### src/rtl/spi_bus_bridge_pkg.sv
// Shared definitions for the SPI-to-register-bus bridge: FSM encoding and
// command/response field positions derived from the bus widths.
package spi_bus_bridge_pkg;

    typedef enum logic {
        ST_IDLE = 1'b0,
        ST_BUS  = 1'b1
    } bridge_state_t;

    localparam int DEF_ADDR_WIDTH = 7;
    localparam int DEF_DATA_WIDTH = 24;

    function automatic int word_width(input int aw, input int dw);
        return 1 + aw + dw;
    endfunction

    // Command word: we at the MSB, then addr, then wdata.
    function automatic int cmd_we_bit(input int aw, input int dw);
        return aw + dw;
    endfunction

    function automatic int cmd_addr_hi(input int aw, input int dw);
        return aw + dw - 1;
    endfunction

    // Response word: four status flags at the top, then the address echo.
    function automatic int resp_done_bit(input int aw, input int dw);
        return aw + dw;
    endfunction

    function automatic int resp_timeout_bit(input int aw, input int dw);
        return aw + dw - 1;
    endfunction

    function automatic int resp_dropped_bit(input int aw, input int dw);
        return aw + dw - 2;
    endfunction

    function automatic int resp_frame_err_bit(input int aw, input int dw);
        return aw + dw - 3;
    endfunction

    function automatic int resp_echo_width(input int aw);
        return aw - 3;
    endfunction

endpackage

### src/rtl/bus_timeout_counter.sv
// Loadable down-counter for bus-master timeouts; saturates at zero and
// flags both the final counting cycle and the exhausted state.
module bus_timeout_counter #(
    parameter int LOAD_VALUE  = 255,
    parameter int COUNT_WIDTH = $clog2(LOAD_VALUE + 1)
) (
    input  logic clk,
    input  logic rst_n,
    input  logic load,
    input  logic dec_en,
    output logic zero,
    output logic last
);

    logic [COUNT_WIDTH-1:0] count;

    always_ff @(posedge clk or negedge rst_n) begin
        if (!rst_n) begin
            count <= '0;
        end else if (load) begin
            count <= COUNT_WIDTH'(LOAD_VALUE);
        end else if (dec_en && (count != '0)) begin
            count <= count - 1'b1;
        end
    end

    assign zero = (count == '0);
    assign last = (count == COUNT_WIDTH'(1));

endmodule

### src/rtl/spi_bus_bridge.sv
// Turns each received SPI word into one req/ack register-bus access and
// builds the status/data word the SPI slave returns in the next frame.
module spi_bus_bridge
    import spi_bus_bridge_pkg::*;
#(
    parameter int ADDR_WIDTH     = DEF_ADDR_WIDTH,
    parameter int DATA_WIDTH     = DEF_DATA_WIDTH,
    parameter int TIMEOUT_CYCLES = 255,
    localparam int WIDTH         = word_width(ADDR_WIDTH, DATA_WIDTH)
) (
    input  logic                  system_clk,
    input  logic                  system_rst_n,
    input  logic [WIDTH-1:0]      spi_value_mosi,
    input  logic                  spi_value_valid,
    input  logic                  spi_cs_start,
    input  logic                  spi_cs_stop,
    output logic [WIDTH-1:0]      spi_value_miso,
    output logic                  bus_req,
    output logic                  bus_we,
    output logic [ADDR_WIDTH-1:0] bus_addr,
    output logic [DATA_WIDTH-1:0] bus_wdata,
    input  logic                  bus_ack,
    input  logic [DATA_WIDTH-1:0] bus_rdata,
    output logic                  busy
);

    localparam int WE_BIT        = cmd_we_bit(ADDR_WIDTH, DATA_WIDTH);
    localparam int ADDR_HI       = cmd_addr_hi(ADDR_WIDTH, DATA_WIDTH);
    localparam int DONE_BIT      = resp_done_bit(ADDR_WIDTH, DATA_WIDTH);
    localparam int TIMEOUT_BIT   = resp_timeout_bit(ADDR_WIDTH, DATA_WIDTH);
    localparam int DROPPED_BIT   = resp_dropped_bit(ADDR_WIDTH, DATA_WIDTH);
    localparam int FRAME_ERR_BIT = resp_frame_err_bit(ADDR_WIDTH, DATA_WIDTH);
    localparam int ECHO_W        = resp_echo_width(ADDR_WIDTH);

    bridge_state_t state, state_next;

    logic accept;
    logic ack_done;
    logic timed_out;
    logic complete;
    logic drop_cmd;
    logic frame_short;
    logic cnt_load;
    logic cnt_dec;
    logic cnt_zero;
    logic cnt_last;

    logic                  resp_done;
    logic                  resp_timeout;
    logic                  resp_dropped;
    logic                  resp_frame_err;
    logic [ECHO_W-1:0]     resp_echo;
    logic [DATA_WIDTH-1:0] resp_data;
    logic                  clear_pending;

    bus_timeout_counter #(
        .LOAD_VALUE (TIMEOUT_CYCLES)
    ) u_timeout (
        .clk    (system_clk),
        .rst_n  (system_rst_n),
        .load   (cnt_load),
        .dec_en (cnt_dec),
        .zero   (cnt_zero),
        .last   (cnt_last)
    );

    always_ff @(posedge system_clk or negedge system_rst_n) begin
        if (!system_rst_n) begin
            state <= ST_IDLE;
        end else begin
            state <= state_next;
        end
    end

    // Timeout fires on the counter's final cycle so bus_req stays high for
    // exactly TIMEOUT_CYCLES cycles; ack takes priority over timeout.
    always_comb begin
        state_next = state;
        accept     = 1'b0;
        ack_done   = 1'b0;
        timed_out  = 1'b0;
        drop_cmd   = 1'b0;
        cnt_load   = 1'b0;
        cnt_dec    = 1'b0;
        case (state)
            ST_IDLE: begin
                if (spi_value_valid) begin
                    accept     = 1'b1;
                    cnt_load   = 1'b1;
                    state_next = ST_BUS;
                end
            end
            ST_BUS: begin
                cnt_dec  = 1'b1;
                drop_cmd = spi_value_valid;
                if (bus_ack) begin
                    ack_done   = 1'b1;
                    state_next = ST_IDLE;
                end else if (cnt_last || cnt_zero) begin
                    timed_out  = 1'b1;
                    state_next = ST_IDLE;
                end
            end
            default: state_next = ST_IDLE;
        endcase
    end

    assign complete    = ack_done | timed_out;
    assign frame_short = spi_cs_stop & ~spi_value_valid;
    assign bus_req     = (state == ST_BUS);
    assign busy        = (state == ST_BUS);

    always_ff @(posedge system_clk or negedge system_rst_n) begin
        if (!system_rst_n) begin
            bus_we    <= 1'b0;
            bus_addr  <= '0;
            bus_wdata <= '0;
        end else if (accept) begin
            bus_we    <= spi_value_mosi[WE_BIT];
            bus_addr  <= spi_value_mosi[ADDR_HI:DATA_WIDTH];
            bus_wdata <= spi_value_mosi[DATA_WIDTH-1:0];
        end
    end

    // Flags are cleared the cycle after cs_start, once the slave has captured
    // the word. A completion in the cs_start cycle is a fresh response the
    // current frame never saw, so it must not be cleared.
    always_ff @(posedge system_clk or negedge system_rst_n) begin
        if (!system_rst_n) begin
            clear_pending  <= 1'b0;
            resp_done      <= 1'b0;
            resp_timeout   <= 1'b0;
            resp_dropped   <= 1'b0;
            resp_frame_err <= 1'b0;
            resp_echo      <= '0;
            resp_data      <= '0;
        end else begin
            clear_pending <= spi_cs_start & ~complete;

            if (complete) begin
                resp_done    <= 1'b1;
                resp_timeout <= timed_out;
                resp_echo    <= bus_addr[ECHO_W-1:0];
                if (timed_out) begin
                    resp_data <= '0;
                end else if (bus_we) begin
                    resp_data <= bus_wdata;
                end else begin
                    resp_data <= bus_rdata;
                end
            end else if (clear_pending) begin
                resp_done    <= 1'b0;
                resp_timeout <= 1'b0;
            end

            if (drop_cmd) begin
                resp_dropped <= 1'b1;
            end else if (clear_pending) begin
                resp_dropped <= 1'b0;
            end

            if (frame_short) begin
                resp_frame_err <= 1'b1;
            end else if (clear_pending) begin
                resp_frame_err <= 1'b0;
            end
        end
    end

    always_comb begin
        spi_value_miso                           = '0;
        spi_value_miso[DONE_BIT]                 = resp_done;
        spi_value_miso[TIMEOUT_BIT]              = resp_timeout;
        spi_value_miso[DROPPED_BIT]              = resp_dropped;
        spi_value_miso[FRAME_ERR_BIT]            = resp_frame_err;
        spi_value_miso[FRAME_ERR_BIT-1:DATA_WIDTH] = resp_echo;
        spi_value_miso[DATA_WIDTH-1:0]           = resp_data;
    end

endmodule
### config.mk
export PLATFORM = sky130hd
export DESIGN_NAME = spi_bus_bridge
export DESIGN_NICKNAME = d
export VERILOG_FILES = /design/src/rtl/spi_bus_bridge_pkg.sv /design/src/rtl/bus_timeout_counter.sv /design/src/rtl/spi_bus_bridge.sv
export SDC_FILE = /design/constraint.sdc
export NUM_CORES = 1
export LEC_CHECK = 0
export BUFFER_PORTS_ARGS = -buffer_cell sky130_fd_sc_hd__buf_4
export CAP_MARGIN = 20
export CORE_MARGIN = 3
export CORE_UTILIZATION = 40
export CTS_BUF_LIST = sky130_fd_sc_hd__clkbuf_8 sky130_fd_sc_hd__clkbuf_16
export DETAILED_ROUTE_END_ITERATION = 8
export PLACE_DENSITY = 0.68
export SYNTH_ARGS = -nofsm -noshare
export SYNTH_HDL_FRONTEND = slang
export SYNTH_SLANG_ARGS = --single-unit
### constraint.sdc
create_clock -name system_clk -period 1.84 [get_ports system_clk]
set_input_delay 0.368 -clock system_clk [delete_from_list [all_inputs] [get_ports system_clk]]
set_output_delay 0.368 -clock system_clk [all_outputs]
set_load 0.1 [all_outputs]
==> metrics, run 1 <==
worst-margin pin slew 0.4901 ns; Post-Route WL 8772 µm; clock network latency to the later pin of the worst-skew pair 0.34 ns; fill cell count 702; cell count after placement 500; Ant. Diodes 0; Pre-Repair DR Iteration Count 4; CTS root buf clkbuf_8; number of synthesized flops with an enable pin 0; vias in the first global route 2,729; Req. time, crit path 2.06 ns; Critical Path Sink Type flip-flop; clk sink count 74; fin nets 472; Post-synth ARST share 100.0%; area of the core 8341 µm²; first-pass GRT wire length 14,100 µm; Detailed Place HPWL 6239 µm; RR Startpoint u_timeout.count[1]$_DFFE_PN0P_; Static Leak 0.002278 µW; area grow syn2layout 39.62%; sequential share of power 28.2%; Fmax 572.2 MHz; final period utilization 94.98%; worst setup path endpoint u_timeout.count[5]$_DFFE_PN0P_; CP Data Arrival Time 1.97 ns; layout cells sized above 1 53.88%; drt drc 0; Net Sw Power 4678 µW; Vias/cell 5.265; sw frac 53.30%; ys flop type dfrtp_1; Post-Syn Instances 277; setup TNS 0 ns; worst reg2reg endpoint u_timeout.count[5]$_DFFE_PN0P_; Critical Path Start Type flip-flop; initial antenna violation count 0; Int Power 4098 µW; final setup violation count 0; clock skew 0.01075 ns; DR iter-0 viols 138; Die X 99.15 µm; CTS tree done; ANT nets after route 0; Worst Reg-to-Reg Cells 5; Worst Setup SP u_timeout.count[1]$_DFFE_PN0P_; fin cells 517; Yosys cell types 42; syn_area_per_cell 12.53 µm²; row cnt 33; final core occ 58.10%; Synthesized Nets 342; maximum vdd drop 986.9 µV; Die ar. 9831 µm²; Cell Pwr Density 1811 nW/µm²; outcome finished, final reports clean; input/output buffers 127; commonest non-fill, non-tap cell in the layout buf_4; Relative slew margins 67.07%; Wirelength per Cell 16.97 µm; Total Power 8776 µW; final worst path period need 1.748 ns; GP Congestion 0.9027; power share of the combinational group 55.8%; final hold vios 0; most frequent cells in the layout buf_4 (137), dfrtp_1 (72), mux2_2 (56); Hold WS 0.2396 ns; DIE HEIGHT 99.15 µm; Final Max Slew Viols 0; TritonCTS Buffers 9; clk slew on worst S/H paths 0.08 ns; detailed-route via count 2,722; largest net degree at the start of global routing 38; Crit Path Class flip-flop to flip-flop; HP Class input pin to flip-flop; worst-case clock buffer depth 2; GR Overflow Total 0; maxcap violations 0; Initial Util 41.61%; R2R Setup Slk 0.09 ns; Crit Path Max Fanout 5; clock share of power 16.0%; YS warnings 0; Yosys reg bits 74; unrepaired setup endpoints after global routing no; Seq/Total Area, Yosys 53.35%; cell area after synthesis 3471 µm²; H-tree Lvls 3; GRT Total Usage 18.03%; io pins 128
## flip-flops by register name, indices dropped and copies added, names as in the netlist, 4 cells and up
signal,cells
resp_echo,4
bus_wdata,24
bus_addr,7
resp_data,24
u_timeout.count,8
## logic make-up after synthesis
logic type,share of synthesized area (%)
AND/OR/NAND/NOR,6.129
multiplexers,18.75
buffers and inverters,3.893
adder cells (fa/ha/maj),1.082
AO/OA/AOI/OAI,16.80
flip-flops,53.35
## cell usage after synthesis, types with 2 or more instances
library cell	count	area [µm²]
clkbuf_1	12	45.04
or2_2	2	12.51
buf_1	2	7.510
o21ai_0	3	15.01
nor4b_1	2	17.52
ha_1	3	37.54
buf_4	5	37.54
dfrtp_1	74	1852
a21oi_1	4	20.02
nand2_1	10	37.54
o22ai_1	2	12.51
o311ai_1	3	26.28
o211ai_1	5	37.54
nor4_1	2	12.51
o21a_1	2	15.01
inv_1	8	30.03
a31oi_1	3	18.77
mux2_2	56	630.6
a21o_1	25	187.7
buf_2	3	15.01
a22o_1	24	210.2
mux2i_1	2	20.02
nor2_1	6	22.52
## stage by stage
| stage | setup WS, ns | instance area [µm²] |
|---|---|---|
| finish | 0.09231 | 4846 |
| global route | 0.005983 | 4846 |
| CTS | 0.05295 | 4843 |
| detailed placement | 0.06742 | 4613 |
| global placement | 0.1145 | 4613 |
| floorplan | 0.0006136 | 3481 |
## power by group through the flow
stage / registers (µW) / clock network, µW / logic [µW]
after detailed placement: 2510 / 0 / 4920
after floorplan: 5230 / 0 / 1050
after global placement: 2480 / 0 / 4880
final: 2480 / 1400 / 4900
after global routing: 2560 / 1510 / 5060
after CTS: 2480 / 1430 / 4920
## layout make-up
cell class | instances | area, µm² | share of cell area, %
well taps | 105 | 131.4 | 2.711
clock inverters | 6 | 82.58 | 1.704
inverters | 8 | 30.03 | 0.6197
clock buffers | 10 | 137.6 | 2.840
flip-flops and latches | 74 | 1857 | 38.32
repair buffers | 141 | 1099 | 22.67
multi-input cells | 173 | 1509 | 31.14
## worst max-delay path: stages (launching register included)
cell and delay [ns]:
dfrtp_1 0.42, inv_2 0.09, ha_2 0.20, or4b_2 0.64
a31oi_1 0.19, o21bai_1 0.09
## timing repair
| item | CTS | global route |
|---|---|---|
| hold endpoints to repair | 21 | 0 |
| setup endpoints to repair | 0 | 3 |
| hold buffers | 1 | 0 |
| setup buffers | 0 | 0 |
| resized for setup | 0 | 3 |
## layer usage
metal  share of wire (%)  track usage [%]  vias to the layer above
li1                    -                -                     1279
met2                  48            28.67                       84
met5                   0                0                        -
met4                 2.2            7.353                        0
met1                  44            23.99                     1344
met3                 5.9            3.997                       15
## worst min-delay path by stage
| stage | startpoint | to | slack, ns | cells after the start |
|---|---|---|---|---|
| after floorplan | system_rst_n | bus_addr[0]$_DFFE_PN0P_ | 0.07 | 0 |
| after global placement | system_rst_n | bus_wdata[21]$_DFFE_PN0P_ | 0.37 | 1 |
| after detailed placement | system_rst_n | bus_wdata[21]$_DFFE_PN0P_ | 0.36 | 1 |
| after CTS | spi_cs_start | clear_pending$_DFF_PN0_ | 0.23 | 2 |
| after global routing | spi_cs_start | clear_pending$_DFF_PN0_ | 0.23 | 2 |
| final | spi_cs_start | clear_pending$_DFF_PN0_ | 0.24 | 2 |
(Power assumes the default switching activity.)
==> run 2: changes to the inputs <==
Settings changed: REMOVE_ABC_BUFFERS set to 1.
==> metrics, run 2 (synthesis gave the netlist of run 1 again) <==
outcome finished, final reports clean; Relative slew margins 65.68%; Post-Route WL 8336 µm; area of the multi-input gates 1515 µm²; Fmax 572.5 MHz; Critical Path Sink Type output port; placed cell area 4636 µm²; worst-case clock buffer depth 2; Ant. Diodes 0; GRT Max-Usage Layer met2; crit-path max cell delay 0.47 ns; GRT Total Usage 17.62%; met1 usage 22.98%; Hold EP clear_pending$_DFF_PN0_; area of the core 8341 µm²; Register Area 1852 µm²; fin area 4840 µm²; RR Startpoint u_timeout.count[1]$_DFFE_PN0P_; Cell Pwr Density 1775 nW/µm²; H-tree Lvls 3; maxcap violations 0; detailed-route via count 2,680; GR Overflow Total 0; Hold WS 0.2488 ns; layout cells sized above 1 53.75%; Die X 99.15 µm; vias in the first global route 2,873; Critical Path Start Type flip-flop; most frequent CP cell buf_4; clk slew on worst S/H paths 0.07 ns; Req. time, crit path 1.47 ns; crit-path cells buf_4, buf_4; row cnt 33; CTS tree done; unrepaired setup endpoints after global routing no; pre-CTS setup slack 0.06560 ns; Final Max Slew Viols 0; Setup Fix Bufs, Post-CTS 0; Detailed Place HPWL 6134 µm; initial antenna violation count 0; maximum vdd drop 940.3 µV; final core occ 58.03%; final worst path period need 1.747 ns; GP Congestion 0.8054; first-pass GRT wire length 13,900 µm; GRT met2 Usage 28.05%; clock network latency to the later pin of the worst-skew pair 0.33 ns; CP Data Arrival Time 1.38 ns; fill cell count 716; Hold Startpoint spi_cs_start; DIE HEIGHT 99.15 µm; clk sink count 74; largest net degree at the start of global routing 34; HP Class input pin to flip-flop; final setup violation count 0; Crit Path Class flip-flop to output port; met3 Usage GRT 4.488%; setup ws final 0.09315 ns; io pins 128; drt drc 0; TritonCTS Buffers 9; most frequent cells in the layout buf_4 (138), dfrtp_1 (74), mux2_2 (56); Initial Util 41.61%; Wirelength per Cell 16.09 µm; CTS root buf clkbuf_8; commonest non-fill, non-tap cell in the layout buf_4; Crit Path Max Fanout 13; slowest CP cell dfrtp_1; Pre-Repair DR Iteration Count 4; ANT nets after route 0; R2R Setup Slk 0.11 ns; area grow syn2layout 39.44%; clock skew 0.008330 ns; DR iter-0 viols 99; Static Leak 0.002288 µW; Worst Reg-to-Reg Cells 5; Largest regs bus_wdata: 24 flops, resp_data: 24 flops, u_timeout.count: 8 flops; final hold vios 0; Vias/cell 5.174; WHS Path Cells 2; worst reg2reg endpoint u_timeout.count[5]$_DFFE_PN0P_; input/output buffers 127; Die ar. 9831 µm²; fin nets 474; worst-margin pin slew 0.5109 ns; Total Power 8590 µW; final period utilization 94.94%
[run 2: what timing repair did]
action / in CTS / in global routing
endpoints found under the hold margin: 31 / 0
endpoints found under the setup margin: 0 / 31
resized for setup: 0 / 4
hold buffers: 1 / 0
[run 2: per-stage QoR]
stage	instances	setup TNS [ns]
2_1_floorplan	255	-117.65
3_3_place_gp	502	0
3_5_place_dp	502	0
4_1_cts	518	0
5_1_grt	518	0
6_report	518	0
[run 2: worst max-delay path: cells and delay by family, from the launching register on]
| kind | cells | cell delay [ns] |
|---|---|---|
| DFF | 1 | 0.47 |
| buffers and inverters | 2 | 0.58 |
[run 2: how the worst max path moves through the flow]
stage                                         from                   endpoint  slack, ns  cells past startpoint
floorplan                        bus_req$_DFF_PN0_         bus_we$_DFFE_PN0P_      -1.93                      2
global placement    u_timeout.count[1]$_DFFE_PN0P_  resp_data[16]$_DFFE_PN0P_       0.11                      6
detailed placement  u_timeout.count[1]$_DFFE_PN0P_   resp_data[8]$_DFFE_PN0P_       0.07                      6
CTS                 u_timeout.count[1]$_DFFE_PN0P_  resp_data[11]$_DFFE_PN0P_       0.05                      6
global route                     bus_req$_DFF_PN0_                    bus_req       0.01                      2
finish                           bus_req$_DFF_PN0_                    bus_req       0.09                      2
[run 2: cell type report]
| type | count | share of cell area [%] |
|---|---|---|
| clock buffers | 10 | 2.844 |
| clock inverters | 5 | 0.9824 |
| inverters | 8 | 0.6205 |
| multi-input cells | 173 | 31.31 |
| flip-flops and latches | 74 | 38.26 |
| well taps | 105 | 2.715 |
| repair buffers | 143 | 23.27 |
[run 2: layer usage]
metal	vias up	routed length [µm]
met2	88	4026
met3	10	592
li1	1284	-
met4	0	130
met1	1298	3587
met5	-	0
[run 2: power breakdown]
| part | switching [µW] | internal, µW | leakage (µW) |
|---|---|---|---|
| Combinational | 3700 | 1270 | 0.00134 |
| Clock | 569 | 643 | 0.000105 |
| Sequential | 356 | 2060 | 0.000841 |
